File: src/rtl/openram_tc_pkg.sv
// rtl/openram_tc_pkg.sv - shared constants and types for the WB SRAM access controller
package openram_tc_pkg;

    localparam logic [31:0] DEF_BASE_ADDR = 32'h3000_0000;

    // Register offsets within the 256-byte window
    localparam logic [7:0] OFF_ADDR   = 8'h00;
    localparam logic [7:0] OFF_DIN    = 8'h04;
    localparam logic [7:0] OFF_CTRL   = 8'h08;
    localparam logic [7:0] OFF_DOUT   = 8'h0C;
    localparam logic [7:0] OFF_STATUS = 8'h10;

    // CTRL bit positions; WEB carries the SRAM web level (1 = read, 0 = write)
    localparam int CTRL_GO        = 0;
    localparam int CTRL_WEB       = 1;
    localparam int CTRL_WMASK_LSB = 4;

    // STATUS bit positions
    localparam int STAT_BUSY = 0;
    localparam int STAT_DONE = 1;
    localparam int STAT_ERR  = 2;

    typedef enum logic [1:0] {
        ST_IDLE    = 2'd0,
        ST_DRIVE   = 2'd1,
        ST_WAIT    = 2'd2,
        ST_CAPTURE = 2'd3
    } state_t;

    // Expand four byte selects into a 32-bit bit mask
    function automatic logic [31:0] byte_mask(input logic [3:0] sel);
        return {{8{sel[3]}}, {8{sel[2]}}, {8{sel[1]}}, {8{sel[0]}}};
    endfunction

endpackage

File: src/rtl/wb_reg_if.sv
// rtl/wb_reg_if.sv - WB decode, registered ack, register file with byte-select merging
//
// Ports:
//  clk, resetn             clock, asynchronous active-low reset
//  wbs_*                   Wishbone classic slave interface
//  busy                    access FSM is in DRIVE/WAIT
//  done_set, dout_load     capture-cycle strobes from the access FSM
//  dout_data               SRAM read data to capture into DOUT
//  reg_addr/din/web/wmask  programmed access parameters
//  go                      one-cycle start pulse (accepted GO write)
module wb_reg_if
    import openram_tc_pkg::*;
#(
    parameter logic [31:0] BASE_ADDR  = DEF_BASE_ADDR,
    parameter int          ADDR_WIDTH = 16,
    parameter int          DATA_WIDTH = 32,
    parameter int          NUM_WMASKS = 4
) (
    input  logic                  clk,
    input  logic                  resetn,
    input  logic                  wbs_cyc_i,
    input  logic                  wbs_stb_i,
    input  logic                  wbs_we_i,
    input  logic [3:0]            wbs_sel_i,
    input  logic [31:0]           wbs_adr_i,
    input  logic [31:0]           wbs_dat_i,
    output logic                  wbs_ack_o,
    output logic [31:0]           wbs_dat_o,
    input  logic                  busy,
    input  logic                  done_set,
    input  logic                  dout_load,
    input  logic [DATA_WIDTH-1:0] dout_data,
    output logic [ADDR_WIDTH-1:0] reg_addr,
    output logic [DATA_WIDTH-1:0] reg_din,
    output logic                  reg_web,
    output logic [NUM_WMASKS-1:0] reg_wmask,
    output logic                  go
);

    logic                  hit;
    logic                  is_cfg;
    logic                  lockout;
    logic [7:0]            off;
    logic [31:0]           bmask;
    logic [31:0]           rdata;
    logic [ADDR_WIDTH-1:0] addr_next;
    logic [DATA_WIDTH-1:0] din_next;
    logic [DATA_WIDTH-1:0] reg_dout;
    logic                  done;
    logic                  err;

    // ~ack keeps a held strobe from producing a second ack
    assign hit = wbs_cyc_i & wbs_stb_i & ~wbs_ack_o
               & (wbs_adr_i[31:8] == BASE_ADDR[31:8]);
    assign off    = wbs_adr_i[7:0];
    assign is_cfg = (off == OFF_ADDR) || (off == OFF_DIN) || (off == OFF_CTRL);

    // A pending GO pulse counts as busy so the cycle right after a GO ack
    // cannot slip a config write in before the FSM leaves IDLE.
    assign lockout = busy | go;

    assign bmask     = byte_mask(wbs_sel_i);
    assign addr_next = (reg_addr & ~bmask[ADDR_WIDTH-1:0])
                     | (wbs_dat_i[ADDR_WIDTH-1:0] & bmask[ADDR_WIDTH-1:0]);
    assign din_next  = (reg_din & ~bmask[DATA_WIDTH-1:0])
                     | (wbs_dat_i[DATA_WIDTH-1:0] & bmask[DATA_WIDTH-1:0]);

    always_comb begin
        rdata = '0;
        case (off)
            OFF_ADDR:   rdata[ADDR_WIDTH-1:0] = reg_addr;
            OFF_DIN:    rdata[DATA_WIDTH-1:0] = reg_din;
            OFF_CTRL: begin
                rdata[CTRL_WEB]                         = reg_web;
                rdata[CTRL_WMASK_LSB +: NUM_WMASKS]     = reg_wmask;
            end
            OFF_DOUT:   rdata[DATA_WIDTH-1:0] = reg_dout;
            OFF_STATUS: begin
                rdata[STAT_BUSY] = lockout;
                rdata[STAT_DONE] = done;
                rdata[STAT_ERR]  = err;
            end
            default:    rdata = '0;
        endcase
    end

    always_ff @(posedge clk or negedge resetn) begin
        if (!resetn) begin
            wbs_ack_o <= 1'b0;
            wbs_dat_o <= '0;
            reg_addr  <= '0;
            reg_din   <= '0;
            reg_web   <= 1'b0;
            reg_wmask <= '0;
            reg_dout  <= '0;
            done      <= 1'b0;
            err       <= 1'b0;
            go        <= 1'b0;
        end else begin
            wbs_ack_o <= hit;
            wbs_dat_o <= (hit && !wbs_we_i) ? rdata : '0;
            go        <= 1'b0;
            if (hit && wbs_we_i) begin
                if (is_cfg && lockout) begin
                    err <= 1'b1;
                end else begin
                    case (off)
                        OFF_ADDR: reg_addr <= addr_next;
                        OFF_DIN:  reg_din  <= din_next;
                        OFF_CTRL: begin
                            if (wbs_sel_i[0]) begin
                                go        <= wbs_dat_i[CTRL_GO];
                                reg_web   <= wbs_dat_i[CTRL_WEB];
                                reg_wmask <= wbs_dat_i[CTRL_WMASK_LSB +: NUM_WMASKS];
                            end
                        end
                        OFF_STATUS: begin
                            if (wbs_sel_i[0]) begin
                                if (wbs_dat_i[STAT_DONE]) done <= 1'b0;
                                if (wbs_dat_i[STAT_ERR])  err  <= 1'b0;
                            end
                        end
                        default: ;
                    endcase
                end
            end
            // Placed after the clear so a same-cycle set wins
            if (done_set)  done     <= 1'b1;
            if (dout_load) reg_dout <= dout_data;
        end
    end

endmodule

File: src/rtl/wb_sram_access_ctrl.sv
// rtl/wb_sram_access_ctrl.sv - WB slave running single SRAM port accesses on GO
//
// Ports:
//  clk, resetn     clock, asynchronous active-low reset
//  wbs_*           Wishbone classic slave interface
//  sram_csb/web    SRAM chip select / write enable (active low)
//  sram_wmask      SRAM byte write mask
//  sram_addr/din   SRAM address / write data
//  sram_dout       SRAM read data
//  busy            access in progress
module wb_sram_access_ctrl
    import openram_tc_pkg::*;
#(
    parameter logic [31:0] BASE_ADDR    = DEF_BASE_ADDR,
    parameter int          ADDR_WIDTH   = 16,
    parameter int          DATA_WIDTH   = 32,
    parameter int          NUM_WMASKS   = 4,
    parameter int          SRAM_LATENCY = 1
) (
    input  logic                  clk,
    input  logic                  resetn,
    input  logic                  wbs_cyc_i,
    input  logic                  wbs_stb_i,
    input  logic                  wbs_we_i,
    input  logic [3:0]            wbs_sel_i,
    input  logic [31:0]           wbs_adr_i,
    input  logic [31:0]           wbs_dat_i,
    output logic                  wbs_ack_o,
    output logic [31:0]           wbs_dat_o,
    output logic                  sram_csb,
    output logic                  sram_web,
    output logic [NUM_WMASKS-1:0] sram_wmask,
    output logic [ADDR_WIDTH-1:0] sram_addr,
    output logic [DATA_WIDTH-1:0] sram_din,
    input  logic [DATA_WIDTH-1:0] sram_dout,
    output logic                  busy
);

    localparam logic [3:0] LAT_LOAD = 4'(SRAM_LATENCY - 1);

    state_t                state;
    state_t                state_next;
    logic [3:0]            cnt;
    logic                  web_q;
    logic                  go;
    logic                  done_set;
    logic                  dout_load;
    logic [ADDR_WIDTH-1:0] reg_addr;
    logic [DATA_WIDTH-1:0] reg_din;
    logic                  reg_web;
    logic [NUM_WMASKS-1:0] reg_wmask;

    wb_reg_if #(
        .BASE_ADDR  (BASE_ADDR),
        .ADDR_WIDTH (ADDR_WIDTH),
        .DATA_WIDTH (DATA_WIDTH),
        .NUM_WMASKS (NUM_WMASKS)
    ) u_reg_if (
        .clk        (clk),
        .resetn     (resetn),
        .wbs_cyc_i  (wbs_cyc_i),
        .wbs_stb_i  (wbs_stb_i),
        .wbs_we_i   (wbs_we_i),
        .wbs_sel_i  (wbs_sel_i),
        .wbs_adr_i  (wbs_adr_i),
        .wbs_dat_i  (wbs_dat_i),
        .wbs_ack_o  (wbs_ack_o),
        .wbs_dat_o  (wbs_dat_o),
        .busy       (busy),
        .done_set   (done_set),
        .dout_load  (dout_load),
        .dout_data  (sram_dout),
        .reg_addr   (reg_addr),
        .reg_din    (reg_din),
        .reg_web    (reg_web),
        .reg_wmask  (reg_wmask),
        .go         (go)
    );

    // Decoded from the async-reset state so reset forces csb/web high at once
    assign busy     = (state == ST_DRIVE) || (state == ST_WAIT);
    assign sram_csb = (state != ST_DRIVE);
    assign sram_web = (state == ST_DRIVE) ? web_q : 1'b1;

    always_comb begin
        state_next = state;
        done_set   = 1'b0;
        dout_load  = 1'b0;
        case (state)
            ST_IDLE:    if (go) state_next = ST_DRIVE;
            ST_DRIVE:   state_next = ST_WAIT;
            ST_WAIT:    if (cnt == 4'd0) state_next = ST_CAPTURE;
            ST_CAPTURE: begin
                done_set   = 1'b1;
                dout_load  = web_q;
                state_next = ST_IDLE;
            end
            default:    state_next = ST_IDLE;
        endcase
    end

    always_ff @(posedge clk or negedge resetn) begin
        if (!resetn) begin
            state      <= ST_IDLE;
            cnt        <= '0;
            web_q      <= 1'b1;
            sram_addr  <= '0;
            sram_din   <= '0;
            sram_wmask <= '0;
        end else begin
            state <= state_next;
            if (state == ST_IDLE && go) begin
                sram_addr  <= reg_addr;
                sram_din   <= reg_din;
                web_q      <= reg_web;
                sram_wmask <= reg_web ? '0 : reg_wmask;
            end
            if (state == ST_DRIVE) begin
                cnt <= LAT_LOAD;
            end else if (state == ST_WAIT && cnt != 4'd0) begin
                cnt <= cnt - 4'd1;
            end
        end
    end

endmodule

File: config.mk
export PLATFORM = sky130hd
export DESIGN_NAME = wb_sram_access_ctrl
export DESIGN_NICKNAME = d
export VERILOG_FILES = /design/src/rtl/openram_tc_pkg.sv /design/src/rtl/wb_reg_if.sv /design/src/rtl/wb_sram_access_ctrl.sv
export SDC_FILE = /design/constraint.sdc
export NUM_CORES = 1
export LEC_CHECK = 0
export ABC_AREA = 0
export CAP_MARGIN = 25
export CORE_UTILIZATION = 54
export CTS_BUF_LIST = sky130_fd_sc_hd__clkbuf_4
export DETAILED_ROUTE_END_ITERATION = 7
export GPL_TIMING_DRIVEN = 0
export MAX_ROUTING_LAYER = met4
export PLACE_DENSITY = 0.88
export SYNTH_ARGS = -nofsm -noshare
export SYNTH_HDL_FRONTEND = slang
export SYNTH_SLANG_ARGS = --single-unit
File: constraint.sdc
create_clock -name clk -period 6 [get_ports clk]
set_clock_uncertainty 0.05 [all_clocks]
set_input_delay 0.6 -clock clk [delete_from_list [all_inputs] [get_ports clk]]
set_output_delay 0.6 -clock clk [all_outputs]
set_load 0.005 [all_outputs]
After elaboration in Yosys (flattened, before gate mapping)
Index checks and enable logic that the tools add are counted.

Bitwise operators: 14. Shift operators: 0. Div/mod/pow operators: 0. Equality and inequality tests: 12. Add/sub/neg operators: 1. Reductions and logical operators: 27. $mul: 0. Magnitude comparators: 0. Muxes and demuxes: 31.

Operator list (count): 32-bit AND (2); 16-bit AND (2); 32-bit two-way mux (1); 32-bit inverter (1); 32-bit bitwise OR (1); 16-bit case mux with 2 select lines (1); 24-bit by 22-bit == test with 1-bit output (second input constant) (1); 8-bit case mux with 3 select lines (1); 1-bit two-way mux (17); 8-bit by 4-bit == test with 1-bit output (second input constant) (2); 16-bit inverter (1); 16-bit bitwise OR (1); 4-bit case mux with 4 select lines (1); 2-bit nonzero test (8); 4-bit two-way mux (3); 8-bit by 3-bit == test with 1-bit output (second input constant) (1); 8-bit by 5-bit == test with 1-bit output (second input constant) (1); 8-bit zero test (1); 1-bit case mux with 4 select lines (2); 2-bit case mux with 4 select lines (1); 4-bit AND reduction (2); 2-bit by 1-bit inequality test with 1-bit output (second input constant) (3); 3-bit AND reduction (2); 1-bit logical AND (5); other kinds (17) (24).

Latch bits: 0. Bits in writable memories: 0. Memories: 0. Register bits: 180. Output and inout bits: 88. Bits in read-only memories: 0.

Logic depth before layout (Yosys ltp)
Gate-level depths: netlist (run 1).

Depth after elaboration: 7. Mapped depth: 7. Depth with buffers taken out: 6.

By module
A second synthesis (run 1) with hierarchy kept.

Cell total of the unflattened synthesis: 534. Area total of the unflattened synthesis: 7668.6 µm².

Modules (own cells, without submodules): wb_reg_if (instances 1, cells an instance 372, area each 5282.6 µm²); wb_sram_access_ctrl (instances 1, cells an instance 162, area each 2386.0 µm²).

Least setup slack after synthesis (run 1)
OpenSTA, ideal clock, no wires.

Path kind: input-to-reg. Start: input wbs_adr_i[1]. End: register u_reg_if.reg_web. Path buffers: 0. Stages: 4. Data arrival time: 2.354 ns. Required time: 5.825 ns. Slack: 3.472 ns. Path through: or4_4 or4_1 nor4_4 mux2_2.

Word-level cells in the longest chain between the ends: 6. Elaborated cells between the ends (all ways): 8. Classes of those cells: eq/ne (2); bitwise (1); reduce/logical (5).

RTL lines: start, declared (RTL line wb_sram_access_ctrl.sv:26) `input logic [31:0] wbs_adr_i,`; 8-bit by 3-bit == test with 1-bit output or 8-bit zero test (tied branches) (RTL line wb_reg_if.sv:56) `assign is_cfg = (off == OFF_ADDR) || (off == OFF_DIN) || (off == OFF_CTRL);`; 1-bit logical OR (2 in series) (RTL line wb_reg_if.sv:56); 1-bit logical AND (RTL line wb_reg_if.sv:104) `if (is_cfg && lockout) begin`; 1-bit inverter (no source line); 4-bit AND reduction (no source line) *; end signal, assigned (RTL line wb_reg_if.sv:113) `reg_web <= wbs_dat_i[CTRL_WEB];`; end, declared (RTL line wb_reg_if.sv:35) `output logic reg_web,`.

Every way passes the cells marked *; elsewhere a longest branch is shown, timed or not. A chain may end at the register's enable or synchronous reset.

Worst setup path after layout (run 1)
Start: input wbs_adr_i[1]. End: register u_reg_if.wbs_dat_o[27].

Word-level cells in the longest chain between the ends: 3. Elaborated cells between the ends (all ways): 4. Classes of those cells: eq/ne (2); mux (2).

RTL lines: 8-bit by 4-bit == test with 1-bit output or 8-bit by 3-bit == test with 1-bit output (tied branches) (RTL line wb_reg_if.sv:70) `case (off)`; 16-bit case mux with 2 select lines * (RTL line wb_reg_if.sv:70); 32-bit two-way mux * (RTL line wb_reg_if.sv:101) `wbs_dat_o <= (hit && !wbs_we_i) ? rdata : '0;`; end signal, assigned (RTL line wb_reg_if.sv:101); end, declared (RTL line wb_reg_if.sv:28) `output logic [31:0] wbs_dat_o,`.

Marks and branches as above.

==> PnR_summary.wiki, run 1 <==
{| class="wikitable"
! Metric !! Value
|-
| Outcome || complete, no violations
|-
| Yosys warns || 0
|-
| Count of state elements after synthesis || 180
|-
| Sequential power share || 0.597
|-
| Slack of the critical path || 3.16 ns
|-
| Worst setup path class || in -> reg
|-
| Slew at the pin closest to its max-slew limit || 0.934 ns
|-
| TritonCTS Sinks || 180
|-
| Crit-path slowest cell || sky130_fd_sc_hd__nor4_2
|-
| Clock transition at the registers of the reported paths || 0.15 ns
|-
| P_leak || 4.42 nW
|-
| Fraction of power spent switching nets || 0.241
|-
| CP Capture Type || flip-flop
|-
| Cell total after placement || 907
|-
| Via count of the first global-routing pass || 5,601
|-
| Final critical-path required period || 2.84 ns
|-
| Hold crit path type || reg -> reg
|-
| Synth Area per Inst || 13.9 um2
|-
| Wire length of the first global-routing pass || 29.3 mm
|-
| Final Setup Violations || 0
|-
| Top achievable clock speed || 0.352 GHz
|-
| Net Count, Synth || 648
|-
| Clock buffers created by TritonCTS || 17
|-
| Flop-to-flop setup slack || 3.23 ns
|-
| Instance count of the mapped netlist || 536
|-
| Number of iterations in the first detailed-routing pass || 7
|-
| Worst-case clock buffer depth || 2
|-
| Drt wl/cell || 20.1 um
|-
| HPWL reported at the end of detailed placement || 13.9 mm
|-
| Ratio of cells with drive above 1 in the final layout || 0.254
|-
| Setup repair after global routing missed its margin || no
|-
| Part of the cycle the worst path needs || 0.474
|-
| Worst-path maximum fanout || 10
|-
| CTS HTree Levels || 4
|-
| FFs w/ async S/R, synth || 1.00
|-
| Final weighted congestion of routability-driven global placement || 0.913
|-
| Cells along the critical path || clkdlybuf4s50_1 -> nor4_2 -> and3_1 -> clkbuf_1 -> clkbuf_1 -> a22oi_1 -> nor2_1
|-
| Initial antenna violation count || 0
|-
| WL final || 19.0 mm
|-
| Maximum capacitance violations || 0
|-
| Post-Layout Cell Count || 944
|-
| Die footprint || 14,200 um2
|-
| Count of boundary I/O pins || 193
|-
| Count of pins over their slew limit || 0
|-
| CTS tree || built
|-
| Overall overflow remaining after global route || 0
|-
| Number of enable-type register cells in the synthesized netlist || 0
|-
| Count of input and output buffers || 192
|-
| Dominant register cell in the synthesized netlist || sky130_fd_sc_hd__dfrtp_1
|-
| Number of hold-slack violations in the final timing report || 0
|-
| Dominant delay contributor by cell family on the critical path || simple AND/OR/NAND/NOR gates
|-
| CP Data Arrival Time || 3.31 ns
|-
| Netlist Area Pre-Place || 7440 um2
|-
| All-layer global routing usage || 0.284
|-
| Cell row count || 42
|-
| DIE HEIGHT || 119 um
|-
| Setup crit start kind || input pin
|-
| Max transition margin || 0.372
|-
| Netlist cell types || 42
|-
| Delay of the slowest critical-path stage || 0.84 ns
|-
| Placeable core region || 13,300 um2
|-
| Worst endpoint required time || 6.47 ns
|-
| Routed via count divided by cell count || 5.65
|-
| DRC viols || 0
|-
| WP depth || 7
|-
| Area growth, synth to finish || 33.9%
|-
| PD cells || 207 nW/um2
|-
| Clock latency at the later pin of the worst-skew pair || 0.59 ns
|-
| Internal Power || 0.00156 W
|-
| Worst supply voltage drop on vdd || 0.158 mV
|-
| Setup slack at placement || 2.38 ns
|-
| Width of the chip || 119 um
|-
| Final net count || 867
|-
| Sw Pwr || 0.000497 W
|-
| Resized cells post-CTS || 0
|-
| DRT antenna net count || 0
|-
| Maximum number of pins on one net before global-route repair || 94
|-
| Total vias in the final route || 5,336
|-
| Cell seen most often among critical-path stages || sky130_fd_sc_hd__clkbuf_1
|-
| Reg2Reg Depth || 6
|-
| Combinational group share of total power || 0.066
|-
| Master cell of the clock root buffer || sky130_fd_sc_hd__clkbuf_4
|-
| Bufs and invs on worst path || 3
|-
| Clk network pwr share || 0.337
|-
| Hold depth || 2
|-
| Effective utilization at floorplan || 0.557
|-
| First DRT Iteration DRCs || 382
|-
| Number of inserted diodes || 0
|-
| Fraction of the yosys area taken by sequential cells || 0.606
|}
[Yosys cell counts, types with 7 or more instances]
library cell               number  area share
sky130_fd_sc_hd__dfrtp_1      179        0.60
sky130_fd_sc_hd__mux2_2       140        0.21
sky130_fd_sc_hd__nor2_1        38       0.019
sky130_fd_sc_hd__a22oi_1       16       0.016
sky130_fd_sc_hd__clkbuf_1      16      0.0081
sky130_fd_sc_hd__a21oi_1       13      0.0087
sky130_fd_sc_hd__nor3_1        13      0.0087
sky130_fd_sc_hd__nand2_1       12      0.0061
sky130_fd_sc_hd__mux2i_1       11       0.015
sky130_fd_sc_hd__inv_1         10      0.0050
sky130_fd_sc_hd__nand4_1        8      0.0067
sky130_fd_sc_hd__ha_1           7       0.012
sky130_fd_sc_hd__nor4_2         7       0.012
sky130_fd_sc_hd__o21ai_0        7      0.0047
[per-stage QoR]
stage | TNS (ns) | instance area [um2] | hold WS, ns | power [W] | utilization
floorplan | 0 | 7440 | 0.254 | 0.00128 | -
global placement | -452.69 | 9580 | 0.421 | 0.00138 | 0.718
detailed placement | 0 | 9630 | 0.430 | 0.00139 | 0.721
CTS | 0 | 9930 | 0.461 | 0.00207 | 0.744
global route | 0 | 9960 | 0.489 | 0.00213 | 0.746
finish | 0 | 9960 | 0.455 | 0.00206 | 0.746
[cell families after synthesis]
logic type	count (synthesis)	share of synthesized area
buf+inv	34	0.0180
mux	152	0.230
compound gates	46	0.0417
flops	180	0.606
xor+xnor	2	0.00236
simple gates	115	0.0905
fa+ha+maj	7	0.0118
[repair_timing]
| item | 4_1_cts | 5_1_grt |
|---|---|---|
| hold endpoints to repair | 86 | 0 |
| endpoints found under the setup margin | 0 | 0 |
| buffers inserted | 0 | 0 |
| hold buffers | 1 | 0 |
[path summary, 6_finish.rpt]
kind	from	end
setup / recovery	wbs_adr_i[1]	u_reg_if.wbs_dat_o[27]
hold / removal	sram_wmask[2]	sram_wmask[2]
setup reg to reg	u_reg_if.wbs_ack_o	flip-flop
hold reg to reg	sram_wmask[2]	sram_wmask[2]
max in group asynchronous	resetn	async pin
min in group asynchronous	resetn	u_reg_if.reg_dout[21]
[cell type report]
type                            instances  area [um2]
Sequential cell                       180        4510
Fill cell                             870        3390
Multi-Input combinational cell        322        2800
Timing Repair Buffer                  200        2010
Tap cell                              176         220
Clock inverter                         13         153
Clock buffer                           19         143
Buffer                                 24        96.3
Inverter                               10        37.5
[routing by layer]
metal,vias to the layer above,global-route usage,wire (um)
met3,33,0.0766,1440
met1,2700,0.328,7500
met2,237,0.473,9580
met5,-,-,0
li1,2366,-,-
met4,0,0.111,427
[power by group through the flow]
stage | combinational [W] | clock, W | sequential (W)
after global routing | 0.000148 | 0.000751 | 0.00123
after floorplan | 0.0000289 | 0 | 0.00125
after CTS | 0.000138 | 0.000705 | 0.00123
after detailed placement | 0.000137 | 0 | 0.00125
after global placement | 0.000130 | 0 | 0.00125
final | 0.000136 | 0.000695 | 0.00123
[worst min-delay path, cell delays in order (launching register included)]
cell and delay [ns]:
sky130_fd_sc_hd__dfrtp_1 0.37, sky130_fd_sc_hd__nand2_1 0.05, sky130_fd_sc_hd__o21ai_0 0.06
[cell usage in the layout (no fill, tap or decap), types with 6 or more instances in the layout]
cell	instances
sky130_fd_sc_hd__clkbuf_1	16
sky130_fd_sc_hd__nand2b_1	6
sky130_fd_sc_hd__mux2i_1	11
sky130_fd_sc_hd__inv_1	10
sky130_fd_sc_hd__clkbuf_4	19
sky130_fd_sc_hd__o21ai_0	7
sky130_fd_sc_hd__clkdlybuf4s50_1	191
sky130_fd_sc_hd__nor4_2	7
sky130_fd_sc_hd__dfrtp_1	179
sky130_fd_sc_hd__nor4_1	6
sky130_fd_sc_hd__a21oi_1	13
sky130_fd_sc_hd__mux2_2	140
sky130_fd_sc_hd__nand2_1	12
sky130_fd_sc_hd__nand4_1	8
sky130_fd_sc_hd__and2_1	6
sky130_fd_sc_hd__nor3_1	13
sky130_fd_sc_hd__nor2_1	38
sky130_fd_sc_hd__ha_1	7
sky130_fd_sc_hd__buf_4	6
sky130_fd_sc_hd__a22oi_1	16
Note: power is estimated with default switching activity, not from simulation.
==> inputs of run 2 (changes only) <==
--- a/config.mk
+++ b/config.mk
@@ -7,12 +7,12 @@
 export LEC_CHECK = 0
 export ABC_AREA = 0
 export CAP_MARGIN = 25
-export CORE_UTILIZATION = 54
+export CORE_UTILIZATION = 51
 export CTS_BUF_LIST = sky130_fd_sc_hd__clkbuf_4
 export DETAILED_ROUTE_END_ITERATION = 7
 export GPL_TIMING_DRIVEN = 0
 export MAX_ROUTING_LAYER = met4
-export PLACE_DENSITY = 0.88
+export PLACE_DENSITY = 0.84
 export SYNTH_ARGS = -nofsm -noshare
 export SYNTH_HDL_FRONTEND = slang
 export SYNTH_SLANG_ARGS = --single-unit
==> constraint.sdc (replaced) <==
create_clock -name clk -period 2.81 [get_ports clk]
set_clock_uncertainty 0.05 [all_clocks]
set_input_delay 0.281 -clock clk [delete_from_list [all_inputs] [get_ports clk]]
set_output_delay 0.281 -clock clk [all_outputs]
set_load 0.005 [all_outputs]
==> run 2 against run 1 <==
Effect of this change: first-iteration DRC count is 17% lower; critical path depth is 1 lower; global-route usage is 1.1 points lower; die area increased by 5.8%; highest routed layer unchanged; count of clock-buffer cells in the layout shrank 1; sequential power rose by 110%; sequential share of layout area is 0.11 points lower; core utilization is 3.5 points lower; final area up 0.24%; final cell count increased by 0.21%; combinational power increased by 110%.
==> PnR_summary.wiki, run 2 (synthesis gave the netlist of run 1 again) <==
{| class="wikitable"
! Metric !! Value
|-
| Outcome || complete, no violations
|-
| Cells along the critical path || nor4bb_1 -> nand4_1 -> buf_2 -> nor4_2 -> buf_4 -> mux2_2
|-
| Count of filler cells inserted in the layout || 925 (+6.3%)
|-
| CTS HTree Levels || 4 (unchanged)
|-
| Final critical-path required period || 2.65 ns
|-
| Clock buffers created by TritonCTS || 17 (unchanged)
|-
| Maximum capacitance violations || 0 (unchanged)
|-
| Crit-path slowest cell || sky130_fd_sc_hd__nor4_2
|-
| Postcts setup bufs || 0 (unchanged)
|-
| Final Setup Violations || 0 (unchanged)
|-
| Placeable core region || 14,000 um2 (+5.2%)
|-
| HPWL reported at the end of detailed placement || 13.7 mm (-1.1%)
|-
| WL final || 19.0 mm (+0.47%)
|-
| Drt wl/cell || 20.1 um (+0.26%)
|-
| DRC viols || 0 (unchanged)
|-
| Width of the chip || 123 um (+2.9%)
|-
| Final net count || 866 (-0.12%)
|-
| Sequential standard cell area || 4510 um2 (unchanged)
|-
| First DRT Iteration DRCs || 316 (-17%)
|-
| Setup repair after global routing missed its margin || no
|-
| TritonCTS Sinks || 180 (unchanged)
|-
| Number of iterations in the first detailed-routing pass || 5 (-2)
|-
| Worst-path maximum fanout || 10 (unchanged)
|-
| All-layer global routing usage || 0.273 (-0.0113)
|-
| Clock latency at the later pin of the worst-skew pair || 0.59 ns (about the same)
|-
| Setup crit start kind || flip-flop
|-
| Slack of the critical path || 0.157 ns (-3.00 ns)
|-
| Non-Filler Cell Area, Final || 9980 um2 (+0.24%)
|-
| Commonest non-fill, non-tap cell in the layout || sky130_fd_sc_hd__clkdlybuf4s50_1
|-
| Part of the cycle the worst path needs || 0.944
|-
| Setup slack at placement || -0.437 ns (-2.81 ns)
|-
| Number of hold-slack violations in the final timing report || 0 (unchanged)
|-
| Wire length of the first global-routing pass || 29.1 mm (-0.73%)
|-
| Max transition margin || 0.383 (+0.0105)
|-
| Count of input and output buffers || 192 (unchanged)
|-
| DIE HEIGHT || 123 um (+2.9%)
|-
| Top achievable clock speed || 0.377 GHz
|-
| Slew at the pin closest to its max-slew limit || 0.919 ns (-0.0149 ns)
|-
| Maximum number of pins on one net before global-route repair || 107 (+14%)
|-
| Sum Neg Setup Slack || 0 ns (unchanged)
|-
| Via count of the first global-routing pass || 5,490 (-2.0%)
|-
| Delay of the slowest critical-path stage || 0.59 ns (-0.25 ns)
|-
| Effective utilization at floorplan || 0.530 (-0.0276)
|-
| Leading cell types in the layout, fill and taps excluded || 191 x sky130_fd_sc_hd__clkdlybuf4s50_1, 179 x sky130_fd_sc_hd__dfrtp_1, 140 x sky130_fd_sc_hd__mux2_2
|-
| Initial antenna violation count || 0 (unchanged)
|-
| Hold crit path type || in -> async
|-
| Die footprint || 15,100 um2 (+5.8%)
|-
| CTS tree || built
|-
| CP Capture Type || flip-flop
|-
| Routed via count divided by cell count || 5.60 (-0.88%)
|-
| Final weighted congestion of routability-driven global placement || 0.920 (+0.74%)
|-
| Count of pins over their slew limit || 0 (unchanged)
|-
| Clock transition at the registers of the reported paths || 0.14 ns (about the same)
|-
| Multi-input logic area || 2820 um2 (+0.94%)
|-
| Total Power Consumption || 0.00442 W (+110%)
|-
| Number of inserted diodes || 0 (unchanged)
|-
| Cell row count || 43 (+2.4%)
|-
| Count of boundary I/O pins || 193 (unchanged)
|-
| Post-place instance area || 9650 um2 (+0.29%)
|-
| CP Data Arrival Time || 3.08 ns (-0.23 ns)
|-
| Overall overflow remaining after global route || 0 (unchanged)
|-
| P_leak || 4.42 nW (+0.10%)
|-
| Area growth, synth to finish || 34.2%
|-
| Master cell of the clock root buffer || sky130_fd_sc_hd__clkbuf_4
|-
| Total vias in the final route || 5,300 (-0.67%)
|-
| Worst endpoint required time || 3.24 ns (-3.23 ns)
|-
| Worst supply voltage drop on vdd || 0.318 mV (+100%)
|-
| PD cells || 443 nW/um2 (+110%)
|-
| Worst-case clock buffer depth || 2 (unchanged)
|-
| Ratio of cells with drive above 1 in the final layout || 0.252 (-0.00195)
|-
| Worst setup path class || reg -> reg
|-
| DRT antenna net count || 0 (unchanged)
|}
## run 2: changes by cell type in the layout (fill, tap and decap cells not counted)
cell                         delta
sky130_fd_sc_hd__bufinv_16      +1
sky130_fd_sc_hd__buf_2          -1
sky130_fd_sc_hd__clkinv_4       -1
sky130_fd_sc_hd__clkinv_2       +3
sky130_fd_sc_hd__clkbuf_4       -1
sky130_fd_sc_hd__nor4_4         +3
sky130_fd_sc_hd__clkinvlp_4     -2
sky130_fd_sc_hd__nor4_2         -3
sky130_fd_sc_hd__clkinv_8       -1
## run 2: per-stage QoR
step,util,hold slack (ns),std cells
floorplan,-,-0.0646,536
global placement,0.683,0.422,908
detailed placement,0.688,0.237,914
CTS,0.709,0.177,946
global route,0.711,0.197,946
finish,0.711,0.172,946
## run 2: where the power goes
part           switching (W)  leakage (nW)  total [W]  internal [W]
registers          0.0000123          2.43    0.00263       0.00261
logic               0.000121          1.84   0.000291      0.000169
clock network       0.000884         0.152    0.00150      0.000620
## run 2: final cells by class
class                      count  share of cell area
clock buffer                  18              0.0135
multi-input combinational    322               0.283
sequential                   180               0.451
inverter                      10             0.00376
tap                          180              0.0226
buffer                        24             0.00965
timing repair buffer         199               0.201
clock inverter                13              0.0158
## run 2: final timing paths
kind / from / to / slack, ns / cells past startpoint
max: u_reg_if.wbs_ack_o / flip-flop / 0.16 / 6
min: resetn / u_reg_if.wbs_dat_o[21] / 0.17 / 2
max reg2reg: u_reg_if.wbs_ack_o / flip-flop / 0.16 / 6
min reg2reg: sram_wmask[2] / sram_wmask[2] / 0.46 / 2
max in group asynchronous: resetn / u_reg_if.reg_wmask[2] / 1.65 / 3
min in group clk: sram_dout[31] / u_reg_if.reg_dout[31] / 0.24 / 2
## run 2: worst max-delay path: cells and delay by family (launching register included)
| family | cells | cell delay [ns] |
|---|---|---|
| DFF | 1 | 0.41 |
| and+or+nand+nor | 3 | 1.15 |
| muxes | 1 | 0.35 |
| buffers and inverters | 2 | 0.59 |
## run 2: what timing repair did
item | 4_1_cts | 5_1_grt
hold endpoints to repair | 74 | 0
gates resized for setup | 0 | 3
hold buffers | 1 | 0
setup endpoints to repair | 0 | 17
## run 2: layer usage
layer  wire (um)  track usage  vias up
li1            -            -     2371
met1        7810        0.326     2689
met2        9380        0.449      216
met3        1570       0.0781       24
met4         275       0.0793        0
met5           0            -        -
